===== src/rtl/coolgirl_cfg_ctrl.sv =====
// COOLGIRL configuration controller: shadow register file at $5000-$5007, a timed
// bus hold on commit, an atomic shadow-to-active transfer and a one-way lockout.
module coolgirl_cfg_ctrl #(
    parameter int         HOLD_CYCLES = 4,
    parameter logic [7:0] COMMIT_KEY  = 8'hA5
) (
    input  logic        m2,
    input  logic        rst_n,
    input  logic        romsel,
    input  logic        cpu_rw_in,
    input  logic [14:0] cpu_addr_in,
    input  logic [7:0]  cpu_data_in,
    output logic [12:0] cpu_base,
    output logic [6:0]  prg_mask,
    output logic [4:0]  chr_mask,
    output logic [4:0]  mapper,
    output logic        sram_enabled,
    output logic        prg_write_enabled,
    output logic        chr_write_enabled,
    output logic        map_rom_on_6000,
    output logic        four_screen,
    output logic [1:0]  sram_page,
    output logic        bus_hold,
    output logic        cfg_locked
);

    typedef enum logic [1:0] {
        ST_IDLE   = 2'd0,
        ST_HOLD   = 2'd1,
        ST_LOCKED = 2'd2
    } state_t;

    localparam logic [3:0]  HOLD_LOAD      = 4'(HOLD_CYCLES - 1);
    localparam logic [6:0]  RST_PRG_MASK   = 7'h7E;
    localparam logic [4:0]  RST_CHR_MASK   = 5'h1F;
    // Flag order {four_screen, map_rom_on_6000, chr_we, prg_we, sram_en}
    localparam logic [4:0]  RST_FLAGS      = 5'b00010;

    state_t      state_q, state_d;
    logic [3:0]  hold_cnt_q, hold_cnt_d;
    logic        bus_hold_q, bus_hold_d;
    logic        locked_q, locked_d;

    logic [12:0] sh_base_q, sh_base_d;
    logic [6:0]  sh_prg_mask_q, sh_prg_mask_d;
    logic [4:0]  sh_chr_mask_q, sh_chr_mask_d;
    logic [4:0]  sh_mapper_q, sh_mapper_d;
    logic [4:0]  sh_flags_q, sh_flags_d;
    logic        sh_lock_q, sh_lock_d;
    logic [1:0]  sh_sram_page_q, sh_sram_page_d;

    logic [12:0] act_base_q, act_base_d;
    logic [6:0]  act_prg_mask_q, act_prg_mask_d;
    logic [4:0]  act_chr_mask_q, act_chr_mask_d;
    logic [4:0]  act_mapper_q, act_mapper_d;
    logic [4:0]  act_flags_q, act_flags_d;
    logic [1:0]  act_sram_page_q, act_sram_page_d;

    logic        reg_wr;
    logic [2:0]  reg_idx;

    assign reg_wr  = romsel && !cpu_rw_in && (cpu_addr_in[14:12] == 3'b101)
                     && (cpu_addr_in[11:3] == 9'd0);
    assign reg_idx = cpu_addr_in[2:0];

    always_comb begin
        state_d         = state_q;
        hold_cnt_d      = hold_cnt_q;
        bus_hold_d      = bus_hold_q;
        locked_d        = locked_q;
        sh_base_d       = sh_base_q;
        sh_prg_mask_d   = sh_prg_mask_q;
        sh_chr_mask_d   = sh_chr_mask_q;
        sh_mapper_d     = sh_mapper_q;
        sh_flags_d      = sh_flags_q;
        sh_lock_d       = sh_lock_q;
        sh_sram_page_d  = sh_sram_page_q;
        act_base_d      = act_base_q;
        act_prg_mask_d  = act_prg_mask_q;
        act_chr_mask_d  = act_chr_mask_q;
        act_mapper_d    = act_mapper_q;
        act_flags_d     = act_flags_q;
        act_sram_page_d = act_sram_page_q;

        case (state_q)
            ST_IDLE: begin
                if (reg_wr) begin
                    case (reg_idx)
                        3'd0: sh_base_d[12:8] = cpu_data_in[4:0];
                        3'd1: sh_base_d[7:0]  = cpu_data_in;
                        3'd2: sh_prg_mask_d   = cpu_data_in[6:0];
                        3'd3: sh_chr_mask_d   = cpu_data_in[4:0];
                        3'd4: sh_mapper_d     = cpu_data_in[4:0];
                        3'd5: begin
                            sh_flags_d = cpu_data_in[4:0];
                            sh_lock_d  = cpu_data_in[7];
                        end
                        3'd6: sh_sram_page_d  = cpu_data_in[1:0];
                        default: begin
                            if (cpu_data_in == COMMIT_KEY) begin
                                state_d    = ST_HOLD;
                                hold_cnt_d = HOLD_LOAD;
                                bus_hold_d = 1'b1;
                            end
                        end
                    endcase
                end
            end
            ST_HOLD: begin
                // Writes are ignored for the whole window, including the final edge
                if (hold_cnt_q == 4'd0) begin
                    act_base_d      = sh_base_q;
                    act_prg_mask_d  = sh_prg_mask_q;
                    act_chr_mask_d  = sh_chr_mask_q;
                    act_mapper_d    = sh_mapper_q;
                    act_flags_d     = sh_flags_q;
                    act_sram_page_d = sh_sram_page_q;
                    bus_hold_d      = 1'b0;
                    locked_d        = sh_lock_q;
                    state_d         = sh_lock_q ? ST_LOCKED : ST_IDLE;
                end else begin
                    hold_cnt_d = hold_cnt_q - 4'd1;
                end
            end
            ST_LOCKED: begin
            end
            default: begin
                state_d = ST_IDLE;
            end
        endcase
    end

    always_ff @(negedge m2 or negedge rst_n) begin
        if (!rst_n) begin
            state_q         <= ST_IDLE;
            hold_cnt_q      <= 4'd0;
            bus_hold_q      <= 1'b0;
            locked_q        <= 1'b0;
            sh_base_q       <= 13'd0;
            sh_prg_mask_q   <= RST_PRG_MASK;
            sh_chr_mask_q   <= RST_CHR_MASK;
            sh_mapper_q     <= 5'd0;
            sh_flags_q      <= RST_FLAGS;
            sh_lock_q       <= 1'b0;
            sh_sram_page_q  <= 2'd0;
            act_base_q      <= 13'd0;
            act_prg_mask_q  <= RST_PRG_MASK;
            act_chr_mask_q  <= RST_CHR_MASK;
            act_mapper_q    <= 5'd0;
            act_flags_q     <= RST_FLAGS;
            act_sram_page_q <= 2'd0;
        end else begin
            state_q         <= state_d;
            hold_cnt_q      <= hold_cnt_d;
            bus_hold_q      <= bus_hold_d;
            locked_q        <= locked_d;
            sh_base_q       <= sh_base_d;
            sh_prg_mask_q   <= sh_prg_mask_d;
            sh_chr_mask_q   <= sh_chr_mask_d;
            sh_mapper_q     <= sh_mapper_d;
            sh_flags_q      <= sh_flags_d;
            sh_lock_q       <= sh_lock_d;
            sh_sram_page_q  <= sh_sram_page_d;
            act_base_q      <= act_base_d;
            act_prg_mask_q  <= act_prg_mask_d;
            act_chr_mask_q  <= act_chr_mask_d;
            act_mapper_q    <= act_mapper_d;
            act_flags_q     <= act_flags_d;
            act_sram_page_q <= act_sram_page_d;
        end
    end

    assign cpu_base          = act_base_q;
    assign prg_mask          = act_prg_mask_q;
    assign chr_mask          = act_chr_mask_q;
    assign mapper            = act_mapper_q;
    assign sram_enabled      = act_flags_q[0];
    assign prg_write_enabled = act_flags_q[1];
    assign chr_write_enabled = act_flags_q[2];
    assign map_rom_on_6000   = act_flags_q[3];
    assign four_screen       = act_flags_q[4];
    assign sram_page         = act_sram_page_q;
    assign bus_hold          = bus_hold_q;
    assign cfg_locked        = locked_q;

endmodule


===== config.mk =====
export PLATFORM = sky130hd
export DESIGN_NAME = coolgirl_cfg_ctrl
export DESIGN_NICKNAME = d
export VERILOG_FILES = /design/src/rtl/coolgirl_cfg_ctrl.sv
export SDC_FILE = /design/constraint.sdc
export NUM_CORES = 1
export LEC_CHECK = 0
export ABC_CLOCK_PERIOD_IN_PS = 5900
export BUFFER_PORTS_ARGS = -buffer_cell sky130_fd_sc_hd__buf_2
export CORE_MARGIN = 3
export CORE_UTILIZATION = 50
export CTS_CLUSTER_SIZE = 10
export DETAILED_ROUTE_END_ITERATION = 12
export GPL_TIMING_DRIVEN = 0
export HOLD_SLACK_MARGIN = 0.15
export MAX_ROUTING_LAYER = met4
export PLACE_DENSITY = 0.79
export SYNTH_ARGS = -nofsm -noshare
export SYNTH_HDL_FRONTEND = slang
export SYNTH_SLANG_ARGS = --single-unit

===== constraint.sdc =====
create_clock -name m2 -period 5.9 [get_ports m2]
set_clock_uncertainty 0.05 [all_clocks]
set_input_delay 0.59 -clock m2 [delete_from_list [all_inputs] [get_ports m2]]
set_output_delay 0.59 -clock m2 [all_outputs]
set_load 0.01 [all_outputs]

Yosys cells after proc, flatten, opt, wreduce, memory -nomap -nowiden. Index checks and enable logic that the tools add are counted.

Add/sub/neg operators: 1. Bitwise logic cells: 1. Muxes and demuxes: 16. Reduce and logical (&&, ||, !) cells: 21. Eq/ne operators: 15.

Operators with widths (count): $reduce_and 3->1 (7); $mux 4 (4); $reduce_and 5->1 (3); $eq 3x3->1 const B (4); $mux 2 (5); $ne 2x2->1 const B (5); $logic_not 9->1 (1); $eq 8x8->1 const B (1); $pmux 4 s2 (1); $reduce_or 7->1 (1); $eq 3x2->1 const B (2); $pmux 2 s3 (1); $logic_not 4->1 (1); $mux 1 (4); $sub 4x1->4 const B (1); $eq 3x1->1 const B (1); $logic_and 1x1->1 (3); $logic_not 3->1 (1); $eq 2x1->1 const B (1); $eq 2x2->1 const B (1); $logic_not 2->1 (1); $pmux 1 s2 (1); $reduce_and 2->1 (1); $reduce_bool 2->1 (1); 2 further kinds (2).

Bits in registers: 83. Logic and storage cells: 72. Output and inout bits: 39. Bits of input ports: 27.

Logic depth before layout (Yosys ltp).
Depth after elaboration: 6. Mapped depth: 8. Depth with buffers taken out: 6.

==> metrics <==
via count=~2100; FF/Latch Area=2110 um2; Leak Pwr=roughly 2.2 nW; Placed Area=around 3800 um2; Worst Hold Slack=between 300 and 400 ps; Hold Crit Start=hold_cnt_q[0]$_DFFE_NN0P_; DR top layer=met4; synth cell count leaders=mux2_2 (65), dfrtn_1 (59), dfstp_2 (24); RSZ-0062 raised after global routing=no; Post-Layout Cell Count=a little under 400; Max Slew Vio Count=0; largest family of logic cells by synthesized area=multiplexers; Post-CTS Resized=0; total negative slack=0 ps; max-cap violations=0; clk sinks=between 80 and 90; Die Wd=88.1 um; std cell rows=29; DR WL met2=between 3000 and 4000 um; worst path cell trace=buf_2, nor4_1, nand3_1, or4_1, buf_2, mux2_4; sequential area share after synthesis=62.5%; drt wl/cell=between 15 and 20 um; layout cells sized above 1=60.0%; CTS clock-pin slew for the worst setup and hold paths=about 60 ps; initial cell density of the core=between 50% and 60%; DR vias/cell=5.28; global-route wire length before repair=around 11000 um; post-synthesis compound-gate area fraction=less than 1%; Synth Area in Adders=less than 1%; Synth async-reset ratio=100%; critical path peak fanout=5; CP Capture Type=register; syn_nets=roughly 240; chip height=88.1 um; drt total wl=between 6000 and 7000 um; clk root buf=clkbuf_8; Slew @ Worst Pin=about 630 ps; mapped cell area=3370 um2; Fillers=a little over 500; final setup margin=682 ps; CP Data Arrival Time=2400 ps; M1 WL=approximately 2900 um; Avg Cell Area, Syn=15.7 um2; mux share of post-synthesis cell area=a little over a quarter; slowest CP cell=nor4_1; run status=completed; # DRC=0; vias in the first global route=between 2000 and 2500; die area=7760 um2; multi-input logic area=1210 um2; XOR/XNOR share of the synthesized area=0%; area grow syn2layout=21.5%; Area contributors post-synth=dfrtn_1 (44%), mux2_2 (22%), dfstp_2 (19%), mux2_4 (4.5%), nand2_1 (0.89%); hold buffer count at cts=0; port bufs=65; largest net degree at the start of global routing=just under 60; CP max stage delay=460 ps; CP Launch Point=cpu_addr_in[4]; Util after Layout=between 60% and 70%; area leader, netlist=dfrtn_1; Worst path most repeated cell=buf_2; Setup Buffers After CTS=0; TritonCTS Buffers=9; TritonCTS clock tree=yes; initial drt markers=75; Detail Route Antenna Nets=0; Hold Violations, Final=0; core region area=roughly 6400 um2; worst hold path type=register to register; most frequent cell after synthesis=mux2_2; Startpoint Class=input port; Final Power=1.05 mW; placed insts=about 360; drt pass-1 iters=4; Placer Congestion=approximately 0.85; Distinct cells, synth=33; top cell type's share of synthesized area=43.8%; number of synthesized flops with an enable pin=0; Req. time, crit path=just over 3000 ps; Inserted Diodes=0; Buf/Inv on CP=2; Slew headroom=a little under three fifths; VDD IR max=0.000193 V; ys flop type=dfrtn_1; FF-to-FF Start=hold_cnt_q[0]$_DFFE_NN0P_; gr ovfl total=0; Crit path max-delay family=simple AND/OR/NAND/NOR gates; kind of critical path=input port to register; FF+latch count, synth=83; H-tree depth=3; total track usage=19.2%; antenna violations before repair=0; metal3 WL=around 390 um; dpl ws=about 370 ps; maximum clock insertion buffer count=2; final setup fails=0; Post-Synthesis Cells=about 220; clk_lat worst skew=390 ps; Final nets=344; post-route cell area=around 4000 um2; IO Count=66; Synth Area in Simple Gates=roughly 7.6%; pwr/cell area=257 nW/um2; yosys warns=0; half-perimeter wire length after placement=around 4600 um
-- cells by family after synthesis --
kind of cell,Yosys count
compound gates,5
buf+inv,12
simple gates,37
flops,83
fa+ha+maj,2
mux,76
-- sequential cells by signal (all words and copies together), names as in the netlist --
| name | flops |
|---|---|
| sram_page | 2 |
| prg_mask | 7 |
| mapper | 5 |
| cfg_locked | 1 |
| act_flags_q | 5 |
| sh_sram_page_q | 2 |
| sh_base_q | 13 |
| bus_hold | 1 |
| sh_mapper_q | 5 |
| state_q | 2 |
| chr_mask | 5 |
| sh_flags_q | 5 |
| sh_lock_q | 1 |
| cpu_base | 13 |
| sh_chr_mask_q | 5 |
| sh_prg_mask_q | 7 |
| hold_cnt_q | 4 |
-- per-layer routing --
layer  track usage, %  up-vias
li1                 -      969
met1             23.6     1054
met2             30.1       64
met3             5.83       10
met4             6.73        0
met5                -        -
-- final timing paths --
| check | slack [ps] | depth (start not counted) | to |
|---|---|---|---|
| min in group asynchronous | 2950 | 1 | hold_cnt_q[0]$_DFFE_NN0P_ |
| setup reg to reg | 3670 | 7 | act_flags_q[1]$_DFFE_NN1P_ |
| hold / removal | 380 | 1 | hold_cnt_q[0]$_DFFE_NN0P_ |
| max in group asynchronous | 2140 | 2 | prg_mask[3]$_DFFE_NN1P_ |
| setup / recovery | 680 | 6 | sh_mapper_q[0]$_DFFE_NN0P_ |
| hold reg to reg | 380 | 1 | hold_cnt_q[0]$_DFFE_NN0P_ |
-- final cells by class --
class | instances | area share, %
flip-flops and latches | 83 | 51.5
multi-input cells | 120 | 29.5
well taps | 77 | 2.35
clock inverters | 31 | 3.76
plain buffers | 7 | 0.917
clock buffers | 9 | 3.02
inverters | 4 | 0.367
repair buffers | 66 | 8.68
-- cell usage in the layout, fill, tap and decap left out, drive strengths merged, types with 2 or more instances in the layout --
cell type  count
clkbuf        11
or4            2
buf           71
nand3          4
clkinv         2
mux2          75
inv           33
ha             2
nor2           6
dfrtn         59
nor4           6
nor4bb         2
dfstp         24
nand2          8
nor3           3
a21oi          2
-- worst register-to-register path, stage by stage, from the launching register on --
cell	delay, ps
dfrtn_1	460
inv_1	80
ha_1	190
nor3b_1	180
nand2_1	120
buf_2	260
buf_1	450
mux2_2	400
-- report_power, final --
group | leakage, nW | total, mW | internal (mW) | switching [mW]
Sequential | 1.06 | 0.573 | 0.573 | 0.0000480
Clock | 0.226 | 0.446 | 0.185 | 0.262
Combinational | 0.927 | 0.0325 | 0.0105 | 0.0220
Total | 2.22 | 1.05 | 0.768 | 0.284
(Power assumes the default switching activity.)
